[config.mk]
export PLATFORM = sky130hd
export DESIGN_NAME = gpio_slave
export DESIGN_NICKNAME = d
export VERILOG_FILES = /design/src/rtl/gpio_slave.sv
export SDC_FILE = /design/constraint.sdc
export NUM_CORES = 1
export LEC_CHECK = 0
export CAP_MARGIN = 20
export CORE_MARGIN = 3
export CORE_UTILIZATION = 44
export DETAILED_ROUTE_END_ITERATION = 12
export GPL_TIMING_DRIVEN = 0
export PLACE_DENSITY = 0.8
export SYNTH_ARGS = -nofsm -noshare
export SYNTH_HDL_FRONTEND = slang
export SYNTH_SLANG_ARGS = --single-unit
[constraint.sdc]
create_clock -name HCLK -period 1.1 [get_ports HCLK]
set_input_delay 0.22 -clock HCLK [delete_from_list [all_inputs] [get_ports HCLK]]
set_output_delay 0.22 -clock HCLK [all_outputs]
set_load 0.03 [all_outputs]
[src/rtl/gpio_slave.sv]
// GPIO bus slave: synchronised inputs, byte-writable output register, gnt/rvalid handshake.
// Optional input rising-edge interrupt enabled by defining GPIO_IRQ_EN.
module gpio_slave #(
    parameter logic [31:0] GPIN_ADDR   = 32'h2000_1000,
    parameter logic [31:0] GPOUT_ADDR  = 32'h2000_2000,
    parameter int unsigned WIDTH       = 32,
    parameter logic [31:0] GPOUT_RESET = 32'h0,
    parameter int unsigned SYNC_STAGES = 2
) (
    input  logic             HCLK,
    input  logic             HRESETn,
    input  logic             gpio_sel,
    input  logic             gpio_write,
    input  logic [31:0]      data_addr,
    input  logic [3:0]       data_be,
    input  logic [31:0]      data_wdata,
    output logic             gpio_gnt,
    output logic             gpio_rvalid,
    output logic [31:0]      gpio_rdata,
    input  logic [WIDTH-1:0] gpin,
    output logic [WIDTH-1:0] gpout
`ifdef GPIO_IRQ_EN
    ,
    output logic             gpio_irq
`endif
);

    logic [WIDTH-1:0] r_sync [SYNC_STAGES];
    logic [WIDTH-1:0] r_gpout;
    logic             r_rvalid;
    logic [31:0]      r_rdata;

    logic [WIDTH-1:0] w_sync_in;
    logic             w_hit_gpin;
    logic             w_hit_gpout;
    logic             w_rd_gpin;
    logic             w_wr_gpout;
    logic [31:0]      w_gpout_ext;
    logic [31:0]      w_gpout_wr;
    logic [31:0]      w_rdata_next;

    assign w_sync_in   = r_sync[SYNC_STAGES-1];
    assign w_hit_gpin  = (data_addr == GPIN_ADDR);
    assign w_hit_gpout = (data_addr == GPOUT_ADDR);
    assign w_rd_gpin   = gpio_sel & ~gpio_write & w_hit_gpin;
    assign w_wr_gpout  = gpio_sel & gpio_write & w_hit_gpout;

    always_ff @(posedge HCLK or negedge HRESETn) begin
        if (!HRESETn) begin
            for (int i = 0; i < SYNC_STAGES; i++) begin
                r_sync[i] <= '0;
            end
        end else begin
            r_sync[0] <= gpin;
            for (int i = 1; i < SYNC_STAGES; i++) begin
                r_sync[i] <= r_sync[i-1];
            end
        end
    end

    // Byte-lane merge done on a 32-bit view so lanes above WIDTH simply fall off.
    always_comb begin
        w_gpout_ext = '0;
        w_gpout_ext[WIDTH-1:0] = r_gpout;
        w_gpout_wr = w_gpout_ext;
        for (int i = 0; i < 4; i++) begin
            if (data_be[i]) begin
                w_gpout_wr[8*i +: 8] = data_wdata[8*i +: 8];
            end
        end
    end

    always_comb begin
        w_rdata_next = '0;
        if (!gpio_write) begin
            if (w_hit_gpin) begin
                w_rdata_next[WIDTH-1:0] = w_sync_in;
            end else if (w_hit_gpout) begin
                w_rdata_next[WIDTH-1:0] = r_gpout;
            end
        end
    end

    always_ff @(posedge HCLK or negedge HRESETn) begin
        if (!HRESETn) begin
            r_gpout  <= GPOUT_RESET[WIDTH-1:0];
            r_rvalid <= 1'b0;
            r_rdata  <= '0;
        end else begin
            r_rvalid <= gpio_sel;
            if (gpio_sel) begin
                r_rdata <= w_rdata_next;
            end
            if (w_wr_gpout) begin
                r_gpout <= w_gpout_wr[WIDTH-1:0];
            end
        end
    end

    assign gpio_gnt    = gpio_sel;
    assign gpio_rvalid = r_rvalid;
    assign gpio_rdata  = r_rdata;
    assign gpout       = r_gpout;

`ifdef GPIO_IRQ_EN
    logic [WIDTH-1:0] r_sync_prev;
    logic [WIDTH-1:0] r_edge;
    logic             r_irq;
    logic [WIDTH-1:0] w_rise;

    assign w_rise = w_sync_in & ~r_sync_prev;

    // A rise coinciding with the read-clear survives the clear.
    always_ff @(posedge HCLK or negedge HRESETn) begin
        if (!HRESETn) begin
            r_sync_prev <= '0;
            r_edge      <= '0;
            r_irq       <= 1'b0;
        end else begin
            r_sync_prev <= w_sync_in;
            r_edge      <= (w_rd_gpin ? '0 : r_edge) | w_rise;
            r_irq       <= |r_edge;
        end
    end

    assign gpio_irq = r_irq;
`endif

endmodule

Word level (Yosys, flattened, before mapping)
Index checks and enable logic that the tools add are counted.
{"block": "word_totals", "regBits": 129, "in_bits": 104, "out_inout_bits": 66, "elab_cells": 19}
{"block": "op_classes", "n_reduce_logical": 4, "mux": 3, "eq_ne": 2, "n_bitwise": 2}
{"op": "two-way mux 32 bit", "count": 3}
{"op": "equality test 32 x 30 -> 1 bit (second input constant)", "count": 2}
{"op": "AND reduction 2 bit", "count": 4}
{"op": "AND 1 bit", "count": 2}

Longest topological paths before layout
{"block": "depth", "depth_word": 4, "ltp_mapped": 5, "ltp_nobuf": 4}

Worst setup path after synthesis
No wires, ideal clock.
{"block": "synth_path", "kind": "in2reg", "from": "in data_addr[1]", "to": "reg r_gpout[1] (netlist: gpout[1])", "arrival_ns": 1.607, "required_time_ns": 0.975, "n_path_buf": 0, "stages": 4, "path_slack_ns": -0.631, "setup_ns": 0.125, "cell_sequence": "nor4b_1 nand4_2 nor3_4 mux2_2"}
{"block": "synth_via", "elab_chain_len": 3}
{"element": "start: declaration", "line": "14", "rtl": "input logic [31:0] data_addr,"}
{"element": "equality test 32 x 30 -> 1 bit", "line": "44", "rtl": "assign w_hit_gpout = (data_addr == GPOUT_ADDR);"}
{"element": "AND 1 bit", "line": "46", "rtl": "assign w_wr_gpout = gpio_sel & gpio_write & w_hit_gpout;"}
{"element": "AND reduction 2 bit (no source line)"}
{"element": "end signal: assignment", "line": "86", "rtl": "r_gpout <= GPOUT_RESET[WIDTH-1:0];"}
{"element": "end signal: assignment", "line": "95", "rtl": "r_gpout <= w_gpout_wr[WIDTH-1:0];"}
{"element": "end: declaration", "line": "29", "rtl": "logic [WIDTH-1:0] r_gpout;"}
No other way between the ends.
A chain may end at the register's enable or synchronous reset.

Worst setup path after layout
{"block": "layout_path", "from": "in data_addr[19]", "to": "reg r_rdata[20] (netlist: gpio_rdata[20])"}
{"block": "layout_via", "elab_chain_len": 4, "word_cells_on_any_way": 5, "classes_between": "2 x eq/ne; 3 x mux"}
{"element": "equality test 32 x 30 -> 1 bit", "line": "44"}
{"element": "two-way mux 32 bit", "line": "78", "rtl": "end else if (w_hit_gpout) begin"}
{"element": "two-way mux 32 bit *", "line": "76", "rtl": "if (w_hit_gpin) begin"}
{"element": "two-way mux 32 bit *", "line": "75", "rtl": "if (!gpio_write) begin"}
{"element": "end signal: assignment", "line": "92", "rtl": "r_rdata <= w_rdata_next;"}
{"element": "end: declaration", "line": "31", "rtl": "logic [31:0] r_rdata;"}
Mark *: on every way between the ends. The rest lies on a longest branch, timed or not.

==> results.ini <==
[outcome]
status = finished with violations
violations = setup timing

[final_layout]
nFillCells = 538
multi_input_area_mm2 = 0.001374
instances_no_fill = 671
areaGrowthSynthToFinish_pct = 76.60
final-seq-area_mm2 = 0.003228
fin_area_mm2 = 0.007941
fin_nets = 629
diodes = 0
drive_gt1_share_pct = 48.33

[critical_path]
cp_top_family = simple AND/OR/NAND/NOR gates
crit_arrival_ns = 1.82
crit_chain = buf_6, nor4_4, nand4_4, buf_12, nor4_4, buf_6, buf_12, buf_16, a221o_1
r2r_end = gpio_rdata[21]
worstSetupPathType = primary input to flip-flop
path_buf_inv = 5
critPathRequiredTime_ns = 1.54
r2r_slack_ns = -0.06
worstPathMaxFanout = 6
endpoint_kind = flip-flop
cpPeakStageDelay_ns = 0.38
cp_num_cells = 9
cp_slowest_cell = nor4_4
r2r_start = gpio_rdata[21]
r2r_cells = 4
startpoint_type = primary input

[place]
dp_hpwl_um = 7973
dp_cells = 564
portBuffers = 169
gp_congestion = 0.7442
placed_cell_area_mm2 = 0.006436

[cts]
cts_buffers = 17
cts_tree = built
clockBufferDepth = 2
cts_htree_levels = 4
cts_sinks = 129
clk_pin_slew_ns = 0.06
cts-root-buf = clkbuf_8
clkLatencyLatePin_ns = 0.50

[global_route]
grt_pass1_wl_um = 20710
grt_pass1_vias = 3789
grt_util_all_layers_pct = 24.31
grtUsageMet2_pct = 42.67
gr-usage-met3_pct = 5.659
grt_max_degree = 72
grt_overflow = 0
grt_antenna_before_repair = 0
use_met1_pct = 29.57
busiest_layer = met2

[synthesis]
synthesis.nets = 365
yosys_warnings = 0
synth_cell_type_count = 19
syn_area_mm2 = 0.004497
synth_seq_area_share_pct = 71.79
synthArstFlopShare_pct = 100.0
synthFlopType = dfrtp_1
avgSynthCellArea_um2 = 17.23
synth_edf_count = 0
synth_cells = 261
ys_seq_elements = 129

[floorplan]
io_pins = 170
rows = 36
dieWidth_um = 107.1
die_area_mm2 = 0.01147
fp.coreArea_mm2 = 0.009864
start_util_pct = 45.59
fp.dieH_um = 107.1

[timing]
fin_crit_sh_pct = 125.8
worstMarginPinSlew_ns = 0.4984
fin_crit_ns = 1.383
final_max_slew_viol_count = 0
fin_skew_ns = 0.006121
hold_viol_final = 0
slew_headroom_pct = 66.77
rsz0062_at_grt = true
worst_slack_ns = -0.2833
setup_viol = 129
fmax_mhz = 722.9

[route]
drcViolationCount = 0
vias = 3399
first_pass_iters = 5
wl_um = 13310
drtIter0Drc = 148
viasPerCell = 5.066
drtAntennaViolNets = 0
routedWlPerCell_um = 19.84

[worst_hold_path]
hold_depth = 1
min_from = gpio_sel
hp-class = primary input to flip-flop
min_to = gpio_rvalid

[pwr]
leakage_nw = 3.843
peakVddDrop_mv = 0.7923
p_per_area_mw_per_mm2 = 1416

[run]
maxCapViolations = 0

[final cells by class]
cell class	count	area share [%]
Tap cell	133	2.095
Multi-Input combinational cell	121	17.30
Sequential cell	129	40.65
Buffer	10	1.386
Timing Repair Buffer	246	30.85
Clock buffer	17	5.215
Clock inverter	15	2.505
[per-stage QoR]
stage	util, %	hold slack, ns	TNS (ns)	power, mW	setup slack, ns
5_1_grt	80.50	0.06728	-30.97	11.64	-0.3705
3_5_place_dp	65.25	0.2216	-91.73	5.583	-1.367
3_3_place_gp	64.95	0.3315	-723.98	5.549	-4.926
2_1_floorplan	-	-0.07559	-33.30	5.041	-0.5571
6_report	80.50	0.07834	-25.46	11.25	-0.2833
4_1_cts	79.35	0.06292	-23.09	11.33	-0.2704
[layer usage]
metal / part of all wire, % / wire [um]
met1: 37 / 4976
met2: 55 / 7280
met3: 6.0 / 803
met4: 1.9 / 250
met5: 0 / 0
[cells in the final DEF (no fill, tap or decap), types with 4 or more instances in the layout]
cell	synthesis	final
nor2b_1	32	32
buf_12	0	7
clkdlybuf4s50_1	0	68
nand3_1	4	4
inv_6	0	5
buf_2	0	14
clkbuf_2	0	8
clkbuf_16	0	16
a221o_1	32	32
clkdlybuf4s15_1	0	4
buf_4	1	60
clkinv_4	0	4
mux2_4	0	32
nor3_4	4	4
dfrtp_1	129	129
nor4_4	2	8
buf_8	0	5
buf_16	0	4
buf_6	6	76
[cell families (layout without fill, tap and decap cells)]
group	after synthesis	after routing	share of synthesized area [%]
buffers and inverters	11	288	2.003
flip-flops	129	129	71.79
AO/OA/AOI/OAI	32	32	7.123
AND/OR/NAND/NOR	57	57	11.07
multiplexers	32	32	8.013
[cell usage after synthesis, types with 2 or more instances]
cell      instances  share of area, %
dfrtp_1         129                72
a221o_1          32               7.1
nor2b_1          32               4.5
mux2_2           30               7.5
buf_6             6               1.5
nor4_2            6               1.7
clkbuf_1          4              0.33
nand3_1           4              0.45
nor3_4            4               1.4
nand2b_1          3              0.42
mux2_1            2              0.50
nor4_4            2              0.95
[state kept, by name, indices dropped and copies added, names as in the netlist]
name,cells
gpio_rdata,32
gpio_rvalid,1
gpout,32
r_sync,32
w_sync_in,32
[how the worst max path moves through the flow]
stage	startpoint	end
after floorplan	data_addr[28]	gpout[1]
after global placement	HRESETn	gpio_rdata[16]
after detailed placement	data_addr[1]	gpout[10]
after CTS	data_addr[19]	gpio_rdata[20]
after global routing	data_addr[3]	gpio_rdata[9]
final	data_addr[19]	gpio_rdata[20]
[where the power goes]
part           switching (mW)  internal (mW)
clock network            2.23           3.53
registers              0.0386           4.87
logic                   0.246          0.337
total                    2.51           8.74
[repair_timing]
item	in CTS	in global routing
gates resized for setup	611	20
setup buffers	55	16
endpoints found under the hold margin	58	0
cloned	4	0
endpoints found under the setup margin	130	177
pin swaps	20	20
hold buffers	1	0
No activity file was read; power rests on OpenSTA's default activity.
